**src/rtl/pid_loop_scheduler_pkg.sv**
```systemverilog
// Shared definitions for the PID loop scheduler: data width, one-hot FSM states and Q15 clamp.
package pid_loop_scheduler_pkg;

  localparam int DATA_WIDTH = 16;

  typedef enum logic [5:0] {
    ST_IDLE     = 6'b000001,
    ST_SPD_REQ  = 6'b000010,
    ST_SPD_WAIT = 6'b000100,
    ST_CUR_REQ  = 6'b001000,
    ST_CUR_WAIT = 6'b010000,
    ST_OUT      = 6'b100000
  } sched_state_e;

  // Symmetric signed clamp; limit is expected to be a positive Q15 value.
  function automatic logic [DATA_WIDTH-1:0] q15Sat(input logic [DATA_WIDTH-1:0] value,
                                                   input logic [DATA_WIDTH-1:0] limit);
    logic signed [DATA_WIDTH-1:0] sVal;
    logic signed [DATA_WIDTH-1:0] sLim;
    sVal = signed'(value);
    sLim = signed'(limit);
    if (sVal > sLim) return limit;
    if (sVal < -sLim) return -limit;
    return value;
  endfunction

endpackage

```
**src/rtl/pid_sched_sat.sv**
```systemverilog
// Signed clamp of a Q15 value to +/-LIMIT, used to bound the iq reference.
module pid_sched_sat
  import pid_loop_scheduler_pkg::*;
#(
  parameter logic [DATA_WIDTH-1:0] LIMIT = 16'h4000
) (
  input  logic [DATA_WIDTH-1:0] i_value,
  output logic [DATA_WIDTH-1:0] o_clamped
);

  assign o_clamped = q15Sat(i_value, LIMIT);

endmodule

```
**src/rtl/pid_loop_scheduler.sv**
```systemverilog
// Per control tick, sequences the speed PID (every SPEED_DIV ticks) then id/iq PIDs, and emits vd/vq.
// Optional wait-state watchdog: define PID_SCHED_TIMEOUT_EN.
module pid_loop_scheduler
  import pid_loop_scheduler_pkg::*;
#(
  parameter int                    SPEED_DIV      = 10,
  parameter logic [DATA_WIDTH-1:0] IQ_LIMIT       = 16'h4000,
  parameter int                    TIMEOUT_CYCLES = 64
) (
  input  logic                  sys_clk,
  input  logic                  reset_n,
  input  logic                  loop_start_in,
  input  logic                  fault_clr_in,
  input  logic [DATA_WIDTH-1:0] speed_set_in,
  input  logic [DATA_WIDTH-1:0] speed_detect_in,
  input  logic [DATA_WIDTH-1:0] id_set_in,
  input  logic [DATA_WIDTH-1:0] id_detect_in,
  input  logic [DATA_WIDTH-1:0] iq_detect_in,
  output logic                  spd_pid_en_out,
  output logic [DATA_WIDTH-1:0] spd_pid_set_out,
  output logic [DATA_WIDTH-1:0] spd_pid_det_out,
  input  logic [DATA_WIDTH-1:0] spd_pid_val_in,
  input  logic                  spd_pid_done_in,
  output logic                  id_pid_en_out,
  output logic [DATA_WIDTH-1:0] id_pid_set_out,
  output logic [DATA_WIDTH-1:0] id_pid_det_out,
  input  logic [DATA_WIDTH-1:0] id_pid_val_in,
  input  logic                  id_pid_done_in,
  output logic                  iq_pid_en_out,
  output logic [DATA_WIDTH-1:0] iq_pid_set_out,
  output logic [DATA_WIDTH-1:0] iq_pid_det_out,
  input  logic [DATA_WIDTH-1:0] iq_pid_val_in,
  input  logic                  iq_pid_done_in,
  output logic [DATA_WIDTH-1:0] iq_ref_out,
  output logic [DATA_WIDTH-1:0] vd_out,
  output logic [DATA_WIDTH-1:0] vq_out,
  output logic                  volt_valid_out,
  output logic                  busy_out,
  output logic                  overrun_out,
  output logic                  timeout_out
);

  localparam int               DIV_W    = (SPEED_DIV > 1) ? $clog2(SPEED_DIV) : 1;
  localparam logic [DIV_W-1:0] DIV_LAST = DIV_W'(SPEED_DIV - 1);

  sched_state_e          r_state;
  sched_state_e          w_nextState;
  logic [DIV_W-1:0]      r_divCnt;
  logic                  r_idGot;
  logic                  r_iqGot;
  logic [DATA_WIDTH-1:0] r_idVal;
  logic [DATA_WIDTH-1:0] r_iqVal;
  logic [DATA_WIDTH-1:0] w_spdClamped;
  logic [DATA_WIDTH-1:0] w_idRes;
  logic [DATA_WIDTH-1:0] w_iqRes;
  logic                  w_curDone;
  logic                  w_tickAccept;
  logic                  w_expired;

  pid_sched_sat #(.LIMIT(IQ_LIMIT)) u_iqRefSat (
    .i_value  (spd_pid_val_in),
    .o_clamped(w_spdClamped)
  );

  // A result arriving this cycle counts as latched so same-cycle dones finish together.
  assign w_idRes      = id_pid_done_in ? id_pid_val_in : r_idVal;
  assign w_iqRes      = iq_pid_done_in ? iq_pid_val_in : r_iqVal;
  assign w_curDone    = (r_idGot | id_pid_done_in) & (r_iqGot | iq_pid_done_in);
  assign w_tickAccept = (r_state == ST_IDLE) & loop_start_in;

`ifdef PID_SCHED_TIMEOUT_EN
  localparam int TO_W = $clog2(TIMEOUT_CYCLES + 1);

  logic [TO_W-1:0] r_waitCnt;
  logic            w_inWait;

  assign w_inWait  = (r_state == ST_SPD_WAIT) | (r_state == ST_CUR_WAIT);
  assign w_expired = w_inWait & (r_waitCnt == TO_W'(TIMEOUT_CYCLES - 1));

  always_ff @(posedge sys_clk) begin
    if (!reset_n) begin
      r_waitCnt   <= '0;
      timeout_out <= 1'b0;
    end else begin
      r_waitCnt   <= (w_inWait && (w_nextState == r_state)) ? r_waitCnt + 1'b1 : '0;
      timeout_out <= (w_expired && (w_nextState == ST_IDLE)) | (timeout_out & ~fault_clr_in);
    end
  end
`else
  assign w_expired   = 1'b0;
  assign timeout_out = 1'b0;
`endif

  always_ff @(posedge sys_clk) begin
    if (!reset_n) r_state <= ST_IDLE;
    else          r_state <= w_nextState;
  end

  always_comb begin
    w_nextState    = r_state;
    spd_pid_en_out = 1'b0;
    id_pid_en_out  = 1'b0;
    iq_pid_en_out  = 1'b0;
    volt_valid_out = 1'b0;
    busy_out       = (r_state != ST_IDLE);
    case (r_state)
      ST_IDLE: begin
        if (loop_start_in) w_nextState = (r_divCnt == '0) ? ST_SPD_REQ : ST_CUR_REQ;
      end
      ST_SPD_REQ: begin
        spd_pid_en_out = 1'b1;
        w_nextState    = ST_SPD_WAIT;
      end
      ST_SPD_WAIT: begin
        if (spd_pid_done_in) w_nextState = ST_CUR_REQ;
        else if (w_expired)  w_nextState = ST_IDLE;
      end
      ST_CUR_REQ: begin
        id_pid_en_out = 1'b1;
        iq_pid_en_out = 1'b1;
        w_nextState   = ST_CUR_WAIT;
      end
      ST_CUR_WAIT: begin
        if (w_curDone)      w_nextState = ST_OUT;
        else if (w_expired) w_nextState = ST_IDLE;
      end
      ST_OUT: begin
        volt_valid_out = 1'b1;
        w_nextState    = ST_IDLE;
      end
      default: w_nextState = ST_IDLE;
    endcase
  end

  // The set/det output registers double as the tick-time capture of the measurements.
  always_ff @(posedge sys_clk) begin
    if (!reset_n) begin
      r_divCnt        <= '0;
      r_idGot         <= 1'b0;
      r_iqGot         <= 1'b0;
      r_idVal         <= '0;
      r_iqVal         <= '0;
      spd_pid_set_out <= '0;
      spd_pid_det_out <= '0;
      id_pid_set_out  <= '0;
      id_pid_det_out  <= '0;
      iq_pid_set_out  <= '0;
      iq_pid_det_out  <= '0;
      iq_ref_out      <= '0;
      vd_out          <= '0;
      vq_out          <= '0;
      overrun_out     <= 1'b0;
    end else begin
      if (w_tickAccept) begin
        r_divCnt        <= (r_divCnt == DIV_LAST) ? '0 : r_divCnt + 1'b1;
        spd_pid_set_out <= speed_set_in;
        spd_pid_det_out <= speed_detect_in;
        id_pid_set_out  <= id_set_in;
        id_pid_det_out  <= id_detect_in;
        iq_pid_set_out  <= iq_ref_out;
        iq_pid_det_out  <= iq_detect_in;
      end
      if ((r_state == ST_SPD_WAIT) && spd_pid_done_in) begin
        iq_ref_out     <= w_spdClamped;
        iq_pid_set_out <= w_spdClamped;
      end
      if (r_state == ST_CUR_REQ) begin
        r_idGot <= 1'b0;
        r_iqGot <= 1'b0;
      end
      if (r_state == ST_CUR_WAIT) begin
        if (id_pid_done_in) begin
          r_idGot <= 1'b1;
          r_idVal <= id_pid_val_in;
        end
        if (iq_pid_done_in) begin
          r_iqGot <= 1'b1;
          r_iqVal <= iq_pid_val_in;
        end
        if (w_curDone) begin
          vd_out <= w_idRes;
          vq_out <= w_iqRes;
        end
      end
      overrun_out <= (loop_start_in && (r_state != ST_IDLE)) | (overrun_out & ~fault_clr_in);
    end
  end

endmodule

```
**config.mk**
```make
export PLATFORM = sky130hd
export DESIGN_NAME = pid_loop_scheduler
export DESIGN_NICKNAME = d
export VERILOG_FILES = /design/src/rtl/pid_loop_scheduler_pkg.sv /design/src/rtl/pid_sched_sat.sv /design/src/rtl/pid_loop_scheduler.sv
export SDC_FILE = /design/constraint.sdc
export NUM_CORES = 1
export LEC_CHECK = 0
export ABC_AREA = 1
export ABC_CLOCK_PERIOD_IN_PS = 1300
export CAP_MARGIN = 10
export CORE_ASPECT_RATIO = 0.75
export CORE_MARGIN = 3
export CORE_UTILIZATION = 40
export DETAILED_ROUTE_END_ITERATION = 6
export GPL_TIMING_DRIVEN = 1
export PLACE_DENSITY = 0.77
export SYNTH_ARGS = -nofsm -noshare
export SYNTH_HDL_FRONTEND = slang
export SYNTH_SLANG_ARGS = --single-unit
```
**constraint.sdc**
```tcl
create_clock -name sys_clk -period 1.3 [get_ports sys_clk]
set_input_delay 0.26 -clock sys_clk [delete_from_list [all_inputs] [get_ports sys_clk]]
set_output_delay 0.26 -clock sys_clk [all_outputs]
set_load 0.02 [all_outputs]
```
==> results of run 1 <==
==> cell usage after synthesis <==
master | number | share of area [%]
nor2b_1 | 1 | 0.084
nor2_2 | 2 | 0.17
dfxtp_1 | 189 | 51
buf_4 | 4 | 0.40
nand2_2 | 2 | 0.17
clkbuf_1 | 38 | 1.9
o21ai_1 | 34 | 2.3
nand4_4 | 1 | 0.29
o21ai_0 | 115 | 7.7
nor2_1 | 191 | 9.6
nand3b_1 | 14 | 1.4
inv_1 | 73 | 3.7
nand4_2 | 1 | 0.17
o211ai_1 | 2 | 0.20
inv_2 | 4 | 0.20
or2_2 | 4 | 0.34
a21oi_1 | 87 | 5.8
nand2_1 | 190 | 9.6
buf_6 | 6 | 0.91
clkbuf_2 | 2 | 0.13
nor2_4 | 4 | 0.60
conb_1 | 1 | 0.050
nand3_1 | 20 | 1.3
nor3_1 | 6 | 0.40
o22ai_1 | 1 | 0.084
xor2_1 | 1 | 0.12
buf_2 | 18 | 1.2
nand4_1 | 3 | 0.25
==> layer usage <==
metal,GRT usage [%],vias up
met3,6.08,52
met2,39.7,346
met1,31.1,3979
li1,-,3945
met5,0,-
met4,7.55,0
==> worst min-delay path: stages <==
cell and delay [ns]:
buf_4 0.25, o21ai_2 0.10, nor2_1 0.04
==> logic make-up after synthesis <==
group	count (synthesis)
simple gates	439
xor+xnor	1
compound gates	239
other cells	1
flops	189
buf+inv	145
==> repair_timing <==
item                       4_1_cts  5_1_grt
resized for setup              740      399
cloned                          16       18
setup endpoints to repair      312      239
pin swaps                        4       60
hold buffers                     0        0
setup buffers                   12       16
==> stage by stage <==
step                power, mW  instances
finish                   24.5       1612
global route             25.6       1612
CTS                      23.0       1587
detailed placement       16.1       1528
global placement         16.0       1528
floorplan                12.0       1014
==> report_power, final <==
| group | internal, mW | leakage [nW] | switching, mW |
|---|---|---|---|
| clock | 2.70 | 0.270 | 2.35 |
| combinational | 5.24 | 3.92 | 6.31 |
| sequential | 7.00 | 1.55 | 0.902 |
| total | 14.9 | 5.74 | 9.56 |
==> area by class of cell <==
cell class              count  area share (%)
clock buffers              19            3.36
well taps                 242            2.30
multi-input cells         680            33.3
clock inverters            12           0.854
repair buffers            392            28.8
repair inverters            1           0.123
flip-flops and latches    189            28.7
inverters                  77            2.49
==> state kept, by name, indices dropped and copies added (netlist names), 4 cells and up <==
| name | cells |
|---|---|
| vd_out | 16 |
| iq_ref_out | 16 |
| vq_out | 16 |
| iq_pid_set_out | 16 |
| r_idVal | 16 |
| spd_pid_det_out | 16 |
| r_iqVal | 16 |
| id_pid_set_out | 16 |
| r_divCnt | 4 |
| spd_pid_set_out | 16 |
| id_pid_det_out | 16 |
| r_state | 6 |
| iq_pid_det_out | 16 |
==> final timing paths <==
check,endpoint,cells past startpoint,slack [ns]
min reg2reg,r_iqVal[12],2,0.45
min,iq_pid_det_out[2],3,0.27
max,id_pid_en_out,4,-0.33
max reg2reg,iq_pid_set_out[6],11,-0.31
==> flow_summary.yaml, run 1 <==
setup_path:
  cp-end-kind: "output pin"
  crit_buf_inv: 2
  cp-start-kind: "flop"
  cp_top_family: "simple AND/OR/NAND/NOR gates"
  cp.required_ns: 1.04
  critical_path_class: "flop to output pin"
  crit_path_top_delay_cell: "dfxtp_2"
  startpoint: "r_state[5]"
  cp_data_arrival_time_ns: 1.37
  cpPeakStageDelay_ns: 0.34
  reg2reg_from: "r_state[5]"
  crit_chain: "nor2_4 -> nand4_1 -> inv_2 -> buf_6"
  crit_fanout: 4
sta:
  fin_crit_ns: 1.63
  slew_viol_final: 0
  finalSetupViolCount: 196
  setup_tns_ns: -41.11
  fin_ws_ns: -0.335
  max_freq_mhz: 612
  worstMarginPinSlew_ns: 0.544
  min_period_over_period_pct: 126
  holdWs_ns: 0.272
  rsz0062_at_grt: "true"
  skew_ns: 0.0107
  relSlewSlack_pct: 63.4
  hold_viol: 0
die:
  start_util_pct: 41.4
  dieArea_sq_um: 20300
  ioPinCount: 286
  die_h_um: 124
  core_area_sq_um: 18000
  rows: 42
  die_x_um: 164
layout:
  seqCellArea_sq_um: 3790
  utilization_pct: 73.4
  antenna_cells: 0
  drive_above_1_share_pct: 43.5
  final_cell_mix: "dfxtp_1 (183), buf_2 (142), clkdlybuf4s50_1 (133), nand2_1 (130), nor2_1 (117)"
  final_area_sq_um: 13200
  multi_input_area_sq_um: 4400
  nets: 1493
  area_growth_pct: 77.1
  final_common_cell: "dfxtp_1"
  fillCellCount: 1260
synthesis:
  netlist_area_sq_um: 7450
  syn_inst: 1014
  ys_seq_area_share_pct: 50.8
  yosys.area_share.simple_pct: 24.4
  ys_warn_count: 0
  synth_top_family_by_area: "simple AND/OR/NAND/NOR gates"
  synth_compound_area_share_pct: 16.1
  synth.avg_cell_area_sq_um: 7.34
  syn_nets: 1149
  synth_xor_area_share_pct: 0.118
  synth_mux_area_share_pct: 0
  synth_cell_types: 28
  synth_fa_ha_area_share_pct: 0
  ys_ff_latch: 189
place:
  io_buffers: 284
  placed_cell_area_sq_um: 10800
  pre_cts_slack_ns: -0.540
  place.gp.congestion: 0.850
  hpwl_um: 16000
routing:
  viasPerCell: 5.16
  wirelength_um: 30000
  m1WireLength_um: 12400
  routed.top_layer: "met4"
  dr.pass1.iters: 5
  first_iter_violations: 694
  routedWlPerCell_um: 18.6
  drc: 0
  drtAntennaViolNets: 0
  wl_met3_um: 2360
  dr_wl_met2_um: 14500
  vias: 8322
clock_tree:
  insertion_delay_ns: 0.43
  cts.clk_slew.worst_paths_ns: 0.07
  tritoncts: "built"
  htree_levels: 4
  clock_path_buffers: 2
  cts_sinks: 189
  root_buffer: "clkbuf_16"
  numCtsBuffers: 17
global_routing:
  track_usage_pct: 24.0
  grt_pass1_vias: 7301
  antenna_found_initial: 0
  grt-ovfl-total: 0
  grt_max_degree: 66
  grt_pass1_wl_um: 38500
power_and_ir_drop:
  power_density_nw_per_um2: 1860
  p_leak_nw: 5.74
  ir_worst_vdd_v: 0.00118
outcome:
  status: "finished with violations"
  violations: "negative setup slack"
run:
  drv_cap: 0
min_path:
  hold_start: "reset_n"
  hp-class: "input port to flop"
No activity file was read; power rests on OpenSTA's default activity.
==> run 2: changes to the inputs <==
--- a/config.mk
+++ b/config.mk
@@ -8,8 +8,8 @@
 export ABC_AREA = 1
 export ABC_CLOCK_PERIOD_IN_PS = 1300
 export CAP_MARGIN = 10
-export CORE_ASPECT_RATIO = 0.75
-export CORE_MARGIN = 3
+export CORE_ASPECT_RATIO = 0.9
+export CORE_MARGIN = 1
 export CORE_UTILIZATION = 40
 export DETAILED_ROUTE_END_ITERATION = 6
 export GPL_TIMING_DRIVEN = 1
==> run 2 against run 1 <==
The flow still finishes with violations (negative setup slack). Final cell count increased by 1.1%. Design area increased by 0.83%. Worst setup slack got worse by 0.12 ns. Sequential power decreased by 1%. Non-clock buffer count increased by 17. Global-route usage increased by 3.3 points. Critical endpoint is now vd_out[6]. Count of clock-buffer cells in the layout decreased by 1. Clock power increased by 8.5%. Core utilization increased by 0.91 points. Maximum frequency decreased by 6.7%. Critical path depth increased by 6. Highest routed layer unchanged. Sequential cell count unchanged.
==> flow_summary.yaml, run 2 (synthesized netlist as in run 1, its figures left out) <==
setup_path:
  r2r_slack_ns: -0.45
  cp-start-kind: "flop"
  cp-end-kind: "flop"
  cp_data_arrival_time_ns: 2.09
  critical_path_class: "flop to flop"
  crit_fanout: 8
  cp.required_ns: 1.63
routing:
  dr.pass1.iters: 5
  drtAntennaViolNets: 0
  vias: 8485
  drc: 0
  routedWlPerCell_um: 18.1
  wirelength_um: 29500
  first_iter_violations: 457
  viasPerCell: 5.21
sta:
  max_freq_mhz: 571
  fin_crit_ns: 1.75
  rsz0062_at_grt: "true"
  worstMarginPinSlew_ns: 0.674
  setup_tns_ns: -52.63
  slew_viol_final: 0
  relSlewSlack_pct: 54.6
  finalSetupViolCount: 193
  min_period_over_period_pct: 135
  fin_ws_ns: -0.452
  hold_viol: 0
  skew_ns: 0.0190
power_and_ir_drop:
  p_leak_nw: 5.78
  ir_worst_vdd_v: 0.00102
  power_density_nw_per_um2: 1820
place:
  placed_cell_area_sq_um: 10800
  place.gp.congestion: 0.813
  io_buffers: 284
  hpwl_um: 15200
global_routing:
  met1_usage_pct: 32.8
  track_usage_pct: 27.3
  grtUsageMet3_pct: 6.81
  antenna_found_initial: 1
  grt_pass1_vias: 7873
  busiest_layer: "met2"
  grt-ovfl-total: 0
  grt_pass1_wl_um: 41400
  grt_max_degree: 43
  grtUsageMet2_pct: 46.1
layout:
  final_cell_mix: "dfxtp_1 (176), buf_2 (144), clkdlybuf4s50_1 (133), nand2_1 (130), nor2_1 (111)"
  utilization_pct: 74.3
  final_area_sq_um: 13300
  final_common_cell: "dfxtp_1"
  nets: 1510
  fillCellCount: 1259
  drive_above_1_share_pct: 42.6
  area_growth_pct: 78.6
clock_tree:
  clock_path_buffers: 2
  cts_sinks: 189
  tritoncts: "built"
  insertion_delay_ns: 0.44
  root_buffer: "clkbuf_16"
  numCtsBuffers: 17
  cts.clk_slew.worst_paths_ns: 0.08
  htree_levels: 4
  ctsHoldBuffers: 0
die:
  core_area_sq_um: 17900
  start_util_pct: 41.6
  die_h_um: 131
  rows: 46
  die_x_um: 146
  ioPinCount: 286
  dieArea_sq_um: 19200
outcome:
  violations: "negative setup slack"
  status: "finished with violations"
min_path:
  hp-class: "input port to flop"
run:
  drv_cap: 0
[run 2: changes by cell type in the layout (fill, tap and decap cells not counted), sizes merged]
cell	previous run	this run
buf	244	262
inv	77	84
clkinv	10	5
clkdlybuf4s15	2	0
bufinv	1	2
clkinvlp	2	1
diode	0	1
[run 2: layout make-up]
type                    instances  area [sq um]  area share, %
repair inverters                1          16.3          0.122
inverters                      77           312           2.34
clock inverters                14           170           1.28
diodes                          1          2.50         0.0188
flip-flops and latches        189          3800           28.6
multi-input cells             680          4150           31.2
clock buffers                  18           439           3.30
well taps                     240           300           2.26
repair buffers                409          4110           30.9
[run 2: path summary, 6_finish.rpt]
check         startpoint     endpoint  cells after the start
max reg2reg   r_state[2]    vd_out[6]                     10
max           r_state[2]    vd_out[6]                     10
min              reset_n  r_idVal[12]                      3
min reg2reg  r_iqVal[11]  r_iqVal[11]                      2
[run 2: timing repair]
action,in CTS,in global routing
gates cloned,23,14
buffers inserted,23,13
gates resized for setup,787,280
endpoints found under the setup margin,333,235
pin swaps,39,122
[run 2: worst max-delay path: stages (launching register included)]
cell and delay (ns):
dfxtp_2 0.35, nor2_4 0.15, nand2_2 0.09, buf_6 0.12, nor2_4 0.14, inv_4 0.07, nor2_4 0.18, buf_6 0.16
buf_16 0.14, nand2_1 0.05, a21oi_1 0.21
[run 2: report_power, final]
| group | leakage, nW | internal [mW] | switching [mW] |
|---|---|---|---|
| Sequential | 1.55 | 7.01 | 0.816 |
| Combinational | 3.93 | 5.00 | 5.90 |
| Clock | 0.300 | 2.97 | 2.51 |
| Total | 5.78 | 15.0 | 9.22 |
[run 2: stage by stage]
step           setup slack, ns  power, mW  hold WS (ns)  std cells
2_1_floorplan          -0.0660       12.0         0.405       1014
5_1_grt                 -0.464       25.3         0.231       1629
4_1_cts                 -0.329       21.9         0.215       1608
3_5_place_dp            -0.417       15.9         0.437       1530
6_report                -0.452       24.2         0.243       1629
3_3_place_gp            -0.477       15.8         0.433       1530
[run 2: metal layers]
metal,vias to the layer above,routed length [um]
met2,402,14700
met1,4023,11500
li1,3982,-
met4,0,992
met3,78,2290
met5,-,0
==> run 3: changes to the inputs <==
--- a/config.mk
+++ b/config.mk
@@ -5,7 +5,7 @@
 export SDC_FILE = /design/constraint.sdc
 export NUM_CORES = 1
 export LEC_CHECK = 0
-export ABC_AREA = 1
+export ABC_AREA = 0
 export ABC_CLOCK_PERIOD_IN_PS = 1300
 export CAP_MARGIN = 10
 export CORE_ASPECT_RATIO = 0.9
==> run 3 against run 2 <==
The run still ends with negative setup slack left. Design area increased by 7.4%. Sequential power fell by 9.2%. Sequential cell count unchanged. Via count is 3.9% lower. Global-route usage grew 1.6 points. Combinational power increased by 7%. Sequential share of layout area is 1.9 points lower. Worst setup slack lost 0.17 ns. Total power increased by 0.69%. Core utilization rose by 5.8 points.
==> flow_summary.yaml, run 3 <==
outcome:
  status: "finished with violations"
  violations: "negative setup slack"
setup_path:
  crit_fanout: 8
  r2r_slack_ns: -0.63
  cp_top_family: "simple AND/OR/NAND/NOR gates"
  cp_data_arrival_time_ns: 2.27
  crit_buf_inv: 2
  cp-start-kind: "flop"
  crit_path_top_delay_cell: "or4_4"
  cp.required_ns: 1.65
  reg2regPathDepth: 6
  cp-end-kind: "flop"
  reg2reg_to: "vq_out[12]"
  crit_chain: "or4_4 -> nor4_4 -> buf_6 -> clkbuf_16 -> nor2_2 -> a211oi_2"
  critical_path_class: "flop to flop"
  reg2reg_from: "r_state[2]"
  cpPeakStageDelay_ns: 0.57
power_and_ir_drop:
  power_mw: 24.4
  power_density_nw_per_um2: 1710
  ir_worst_vdd_v: 0.00111
  p_leak_nw: 6.42
layout:
  nets: 1382
  final_area_sq_um: 14300
  final_common_cell: "dfxtp_1"
  area_growth_pct: 93.3
  final_cell_mix: "dfxtp_1 (166), clkdlybuf4s50_1 (134), buf_2 (124), nand2_4 (121), a21oi_2 (107)"
  drive_above_1_share_pct: 59.2
  fillCellCount: 1036
min_path:
  hp-class: "input port to flop"
  min_to: "spd_pid_set_out[3]"
  hold_path_depth: 3
  hold_start: "speed_set_in[3]"
sta:
  slew_viol_final: 0
  min_period_over_period_pct: 148
  fin_ws_ns: -0.626
  skew_ns: 0.0140
  holdWs_ns: 0.371
  hold_viol: 0
  fin_crit_ns: 1.93
  relSlewSlack_pct: 65.6
  worstMarginPinSlew_ns: 0.510
  rsz0062_at_grt: "true"
  finalSetupViolCount: 197
  max_freq_mhz: 519
synthesis:
  synthTopCellsByCount: "nand2_1 (216), dfxtp_1 (189), a21oi_1 (126)"
  yosys.area_share.simple_pct: 19.0
  syn_inst: 855
  synth_xor_area_share_pct: 0.356
  syn_nets: 990
  yosysTopAreaCell: "dfxtp_1"
  synthFlopType: "dfxtp_1"
  synth_fa_ha_area_share_pct: 0
  ys_seq_area_share_pct: 51.2
  ys_ff_latch: 189
  synth.most_common_cell: "nand2_1"
  synth_mux_area_share_pct: 8.80
  synth.avg_cell_area_sq_um: 8.64
  netlist_area_sq_um: 7390
  synth_compound_area_share_pct: 16.2
  synthTopCellsByArea: "dfxtp_1 (51%), nand2_1 (11%), mux2i_1 (8.8%), a21oi_1 (8.5%), a211oi_2 (4.7%)"
  synth_cell_types: 37
  synthArstFlopShare_pct: 0
  synth_top_family_by_area: "simple AND/OR/NAND/NOR gates"
  synth_edf_count: 0
  synth_top_area_share_pct: 51.2
  ys_warn_count: 0
clock_tree:
  root_buffer: "clkbuf_16"
  htree_levels: 4
  numCtsBuffers: 17
  tritoncts: "built"
  cts.clk_slew.worst_paths_ns: 0.07
  cts_sinks: 189
  insertion_delay_ns: 0.44
  ctsHoldBuffers: 0
  clock_path_buffers: 2
routing:
  dr.pass1.iters: 5
  wirelength_um: 32700
  drtAntennaViolNets: 0
  viasPerCell: 5.43
  vias: 8152
  drc: 0
  routedWlPerCell_um: 21.8
  first_iter_violations: 409
global_routing:
  track_usage_pct: 29.0
  grt_pass1_vias: 7939
  grt_pass1_wl_um: 42900
  grt-ovfl-total: 0
  grt_max_degree: 42
  antenna_found_initial: 1
die:
  ioPinCount: 286
  start_util_pct: 41.4
  core_area_sq_um: 17800
  dieArea_sq_um: 19000
  die_h_um: 131
  die_x_um: 145
  rows: 46
place:
  hpwl_um: 15200
  placed_cell_area_sq_um: 11100
  io_buffers: 284
  place.gp.congestion: 0.848
run:
  drv_cap: 0
==> run 3: cell types whose count changed after synthesis, moves of 7 or more <==
| cell | change |
|---|---|
| nand3b_1 | -14 |
| nand3_1 | -14 |
| nor2_1 | -114 |
| a21oi_1 | +39 |
| clkbuf_1 | +11 |
| nand2_1 | +26 |
| o21ai_1 | -34 |
| a211oi_1 | +7 |
| inv_1 | -70 |
| a211oi_2 | +28 |
| buf_2 | -10 |
| mux2i_1 | +65 |
| and2_1 | +15 |
| o21ai_0 | -97 |
==> run 3: report_power, final <==
group          internal (mW)  switching (mW)  total (mW)
Sequential              6.46           0.638        7.10
Clock                   3.16            2.39        5.55
Combinational           5.61            6.11        11.7
==> run 3: worst min-delay path: cells and delay by family <==
kind / cells / cell delay (ns)
AOI/OAI and AO/OA: 1 / 0.05
and+or+nand+nor: 1 / 0.06
buffers and inverters: 1 / 0.40
==> run 3: logic make-up (layout without fill, tap and decap cells) <==
group                     count (synthesis)  count (layout)
muxes                                    65              65
xor gates and xnor gates                  3               3
other                                     1               2
DFF                                     189             189
buffers and inverters                    71             474
and+or+nand+nor                         337             339
AOI/OAI and AO/OA                       189             189
==> run 3: how the worst max path moves through the flow <==
stage                from          end  slack, ns  cells after the start
4_1_cts        r_state[5]   vq_out[15]      -0.55                      6
5_1_grt        r_state[2]  r_iqVal[13]      -0.66                     10
6_report       r_state[2]   vq_out[12]      -0.63                      6
3_5_place_dp   r_state[5]   vq_out[15]      -0.63                      5
2_1_floorplan  r_state[3]    vd_out[0]      -0.70                      6
3_3_place_gp   r_state[5]    vd_out[6]      -0.55                      5
==> run 3: layer usage <==
metal	GRT usage, %	vias to the layer above	part of all wire [%]
li1	-	3691	-
met5	0	-	0
met4	12.8	0	4.2
met3	6.39	106	6.2
met1	33.6	3993	39
met2	51.9	362	51
==> run 3: metrics by stage <==
stage | setup slack, ns | util [%] | TNS [ns] | cells
after floorplan | -0.704 | - | -49.13 | 855
after CTS | -0.548 | 74.5 | -83.73 | 1502
final | -0.626 | 80.1 | -98.55 | 1501
after global placement | -0.547 | 62.1 | -79.38 | 1391
after detailed placement | -0.625 | 62.1 | -83.79 | 1391
after global routing | -0.660 | 80.1 | -104.47 | 1501
==> run 3: layout make-up <==
class	count	area, sq um	share of cell area (%)
diodes	1	2.50	0.0175
multi-input cells	597	5220	36.6
flip-flops and latches	189	3810	26.7
repair buffers	438	4310	30.2
inverters	4	20.0	0.140
clock inverters	11	154	1.08
clock buffers	21	460	3.22
well taps	240	300	2.10
==> run 3: timing repair <==
item | in CTS | in global routing
pin swaps | 194 | 214
cloned | 28 | 4
setup buffers | 56 | 16
gates resized for setup | 921 | 362
setup endpoints to repair | 339 | 227
==> patch 1, RTL diff (settings of run 2) <==
Encoding of `sched_state_e`: now binary (3 bits for 6 states). Comments in the files are not updated.
--- a/src/rtl/pid_loop_scheduler_pkg.sv
+++ b/src/rtl/pid_loop_scheduler_pkg.sv
@@ -4,11 +4,11 @@
   localparam int DATA_WIDTH = 16;
 
-  typedef enum logic [5:0] {
-    ST_IDLE     = 6'b000001,
-    ST_SPD_REQ  = 6'b000010,
-    ST_SPD_WAIT = 6'b000100,
-    ST_CUR_REQ  = 6'b001000,
-    ST_CUR_WAIT = 6'b010000,
-    ST_OUT      = 6'b100000
+  typedef enum logic [2:0] {
+    ST_IDLE     = 3'd0,
+    ST_SPD_REQ  = 3'd1,
+    ST_SPD_WAIT = 3'd2,
+    ST_CUR_REQ  = 3'd3,
+    ST_CUR_WAIT = 3'd4,
+    ST_OUT      = 3'd5
   } sched_state_e;
 
Check against the original RTL: same outputs for any inputs over 4 cycles, from zero or initial values and one cycle with reset_n low; so few cycles prove little.
==> patch 1 against run 2 <==
The run still ends with negative setup slack left; sequential cell count decreased by 3; area after synthesis decreased by 2.6%; critical path depth decreased by 2; sequential share of layout area increased by 1.3 points; routed wire length decreased by 9.7%; combinational power decreased by 15%; total power decreased by 7.2%; global-route usage decreased by 1.1 points; cell area decreased by 6.0%; via count decreased by 6.8%; setup slack improved by 0.20 ns; first-iteration DRC count decreased by 13%; clock power increased by 6.9%.
==> patch 1: results (changes against run 2) <==
Clock buf/inv share=0.0529 (+0.00714); placed cell count=1,491 (-2.5%); Crit path largest cell delay=0.37 ns (+0.02 ns); post-synthesis sequential area ratio=0.513 (+0.00539); Cells after Synth=986 (-2.8%); WL/cell=17.0 microns (-5.9%); setup slack after layout=-0.252 ns (+0.200 ns); Comb. pwr=0.00923 W (-15%); setup repair bufs after CTS=10 (-57%); worst reg2reg path depth=8 (-2); initial antenna violation count=0 (-1); DR WL met3=2230 microns (-2.8%); total track usage=0.263 (-0.0109); GR Layer Usage met1=0.294 (-0.0333); first-pass GRT wire length=38,100 microns (-8.1%); Hold Path End=r_divCnt[0]; Synth Area in XOR/XNOR=0 (-0.00118); outcome=complete, but fails checks; comb_multi_in=654 (-3.8%); Critical R2R Capture=id_pid_det_out[7]; dpl hpwl=15,000 microns (-0.77%); CP Max Fanout=10 (+2); Post-synth top cells=192 x nor2_1, 186 x dfxtp_1, 173 x nand2_1; Non-CTS buffers=373 (-8.8%); Net Count, Synth=1,121 (-2.4%); largest cells by area after synthesis=dfxtp_1 51%, nor2_1 9.9%, nand2_1 9.0%; DP Area=10,600 sq um (-2.2%); failing checks=negative setup slack; WHS=0.156 ns (-0.0864 ns); Netlist cell types=24 (-14%); M1 WL=10,500 microns (-9.2%); Filler Cell Count=1,320 (+4.8%); Seq. pwr=0.00736 W (-5.9%); placer congestion estimate=0.796 (-2.1%); layout cells sized above 1=0.379 (-0.0468); RR Startpoint=r_state[1]; drt total wl=26,600 microns (-9.7%); Avg Cell Area, Syn=7.35 sq um (+0.14%); area growth from synthesis to layout=72.4%; endpoints failing setup=189 (-2.1%); Sw Pwr=0.00800 W (-13%); antenna diode count=0 (-1); number of global-route vias before repair=7,610 (-3.3%); post-cts sizing count=754 (-4.2%); Post-Place Setup Slack=-0.402 ns (+0.0151 ns); Nets=1,445 (-4.3%)
## patch 1: changes by cell type in the layout (fill, tap and decap cells not counted), sizes merged, moves of 3 or more
cell / run 2 / this run
bufinv: 2 / 5
inv: 84 / 81
nand2: 192 / 176
clkdlybuf4s15: 0 / 5
nand3b: 14 / 0
dfxtp: 189 / 186
buf: 262 / 226
clkbuf: 32 / 26
nand4: 5 / 1
o21ai: 149 / 165
## patch 1: how the worst max path moves through the flow
stage	from	to	slack, ns	cells after the start
after global routing	r_state[1]	spd_pid_det_out[15]	-0.33	8
after global placement	spd_pid_val_in[1]	iq_pid_set_out[4]	-0.33	10
final	r_state[1]	id_pid_det_out[7]	-0.25	8
after CTS	r_state[2]	volt_valid_out	-0.18	3
after detailed placement	spd_pid_val_in[1]	iq_ref_out[0]	-0.40	8
after floorplan	r_state[1]	id_pid_det_out[11]	0.004	8
## patch 1: worst max-delay path, delay by kind of cell (launching register included)
family,cells,cell delay [ns]
AND/OR/NAND/NOR,5,0.58
buffers and inverters,3,0.50
flip-flops,1,0.37
==> patch 2, RTL diff (settings of run 2) <==
Without the edit above. Set the parameter `SPEED_DIV` to 11 (it was 10).
--- a/src/rtl/pid_loop_scheduler.sv
+++ b/src/rtl/pid_loop_scheduler.sv
@@ -4,5 +4,5 @@
   import pid_loop_scheduler_pkg::*;
 #(
-  parameter int                    SPEED_DIV      = 10,
+  parameter int                    SPEED_DIV      = 11,
   parameter logic [DATA_WIDTH-1:0] IQ_LIMIT       = 16'h4000,
   parameter int                    TIMEOUT_CYCLES = 64
Formal check against the unedited RTL: no difference found for any inputs over 4 cycles, from zero or initial values and one cycle with reset_n low; that may be too few to reach the edited logic, so the function may still have changed.
==> patch 2 against run 2 <==
The run still ends with negative setup slack left; first-iteration DRC count shrank 24%; die area up 0.53%; total power increased by 3.9%; routed wire length fell by 3.1%; cell area fell by 0.55%; combinational power up 13%; area after synthesis rose by 0.54%; non-clock buffer count decreased by 19; sequential cell count stayed put; core utilization decreased by 2.2 points; via count decreased by 2.6%; sequential share of layout area rose by 0.13 points; final cell count decreased by 0.80%; setup slack better by 0.032 ns.
==> patch 2: results (changes against run 2) <==
Reg power frac=0.308 (-0.015); routed wl met2=14,700 microns (-0.14%); Sw Share=0.383 (+0.00193); CP Max Fanout=8 (unchanged); Lkg Pwr=5.63 nW (-2.6%); number of global-route vias before repair=7,316 (-7.1%); Via density=5.12 (-1.8%); layout cells sized above 1=0.374 (-0.0518); setup slack after layout=-0.421 ns (+0.0316 ns); Netlist cell types=30 (+7.1%); Comb. pwr=0.0123 W (+13%); Sw Pwr=0.00963 W (+4.4%); met3 Usage GRT=0.0661 (-0.00197); met2 Use GR=0.443 (-0.0189); compound-cell area share of the yosys netlist=0.162 (+0.000473); slowest CP cell=dfxtp_4; outcome=complete, but fails checks; Worst Path Arrival=2.07 ns (-0.02 ns); Slew @ Worst Pin=0.566 ns (-0.107 ns); initial antenna violation count=2 (+1); Iteration-0 DRC Markers=346 (-24%); Post-synth top cells=190 x nand2_1, 189 x dfxtp_1, 188 x nor2_1; failing checks=negative setup slack; largest cells by area after synthesis=dfxtp_1 51%, nand2_1 9.5%, nor2_1 9.4%; endpoints failing setup=217 (+12%); Pre-antenna DRT Iters=7 (+2); maximum vdd drop=0.00102 V (+0.37%); worst reg2reg path depth=9 (-1); final std cells w/o fill=1,616 (-0.80%); setup TNS=-48.38 ns (+4.24 ns); Avg Cell Area, Syn=7.38 sq um (+0.44%); total track usage=0.246 (-0.0279); dpl hpwl=15,000 microns (-0.88%); DP Area=10,800 sq um (-0.22%); Synth Area in XOR/XNOR=0 (-0.00118); placer congestion estimate=0.789 (-2.9%); post-synthesis sequential area ratio=0.505 (-0.00272); setup repair bufs after CTS=14 (-39%); post-cts sizing count=637 (-19%); clk_skew=0.0111 ns (-0.00790 ns); largest net degree at the start of global routing=69 (+60%); DR WL met3=2110 microns (-7.9%)
==> patch 2: layout make-up <==
class,instances,area [sq um]
Fill cell,1287,5120
Timing Repair Buffer,390,4250
Multi-Input combinational cell,680,3980
Sequential cell,189,3800
Clock buffer,19,443
Inverter,78,327
Tap cell,245,307
Clock inverter,13,125
Antenna cell,2,5.00
==> patch 2: worst paths after layout <==
path	start	end	slack (ns)
max	r_state[0]	vd_out[15]	-0.42
min	reset_n	r_idVal[7]	0.11
max reg2reg	r_state[0]	vd_out[15]	-0.42
min reg2reg	r_idVal[4]	r_idVal[4]	0.45
==> patch 2: stage by stage <==
step / hold slack (ns) / worst slack (ns)
global route: 0.0893 / -0.476
detailed placement: 0.438 / -0.430
CTS: 0.114 / -0.329
floorplan: 0.405 / -0.0442
global placement: 0.432 / -0.402
finish: 0.109 / -0.421
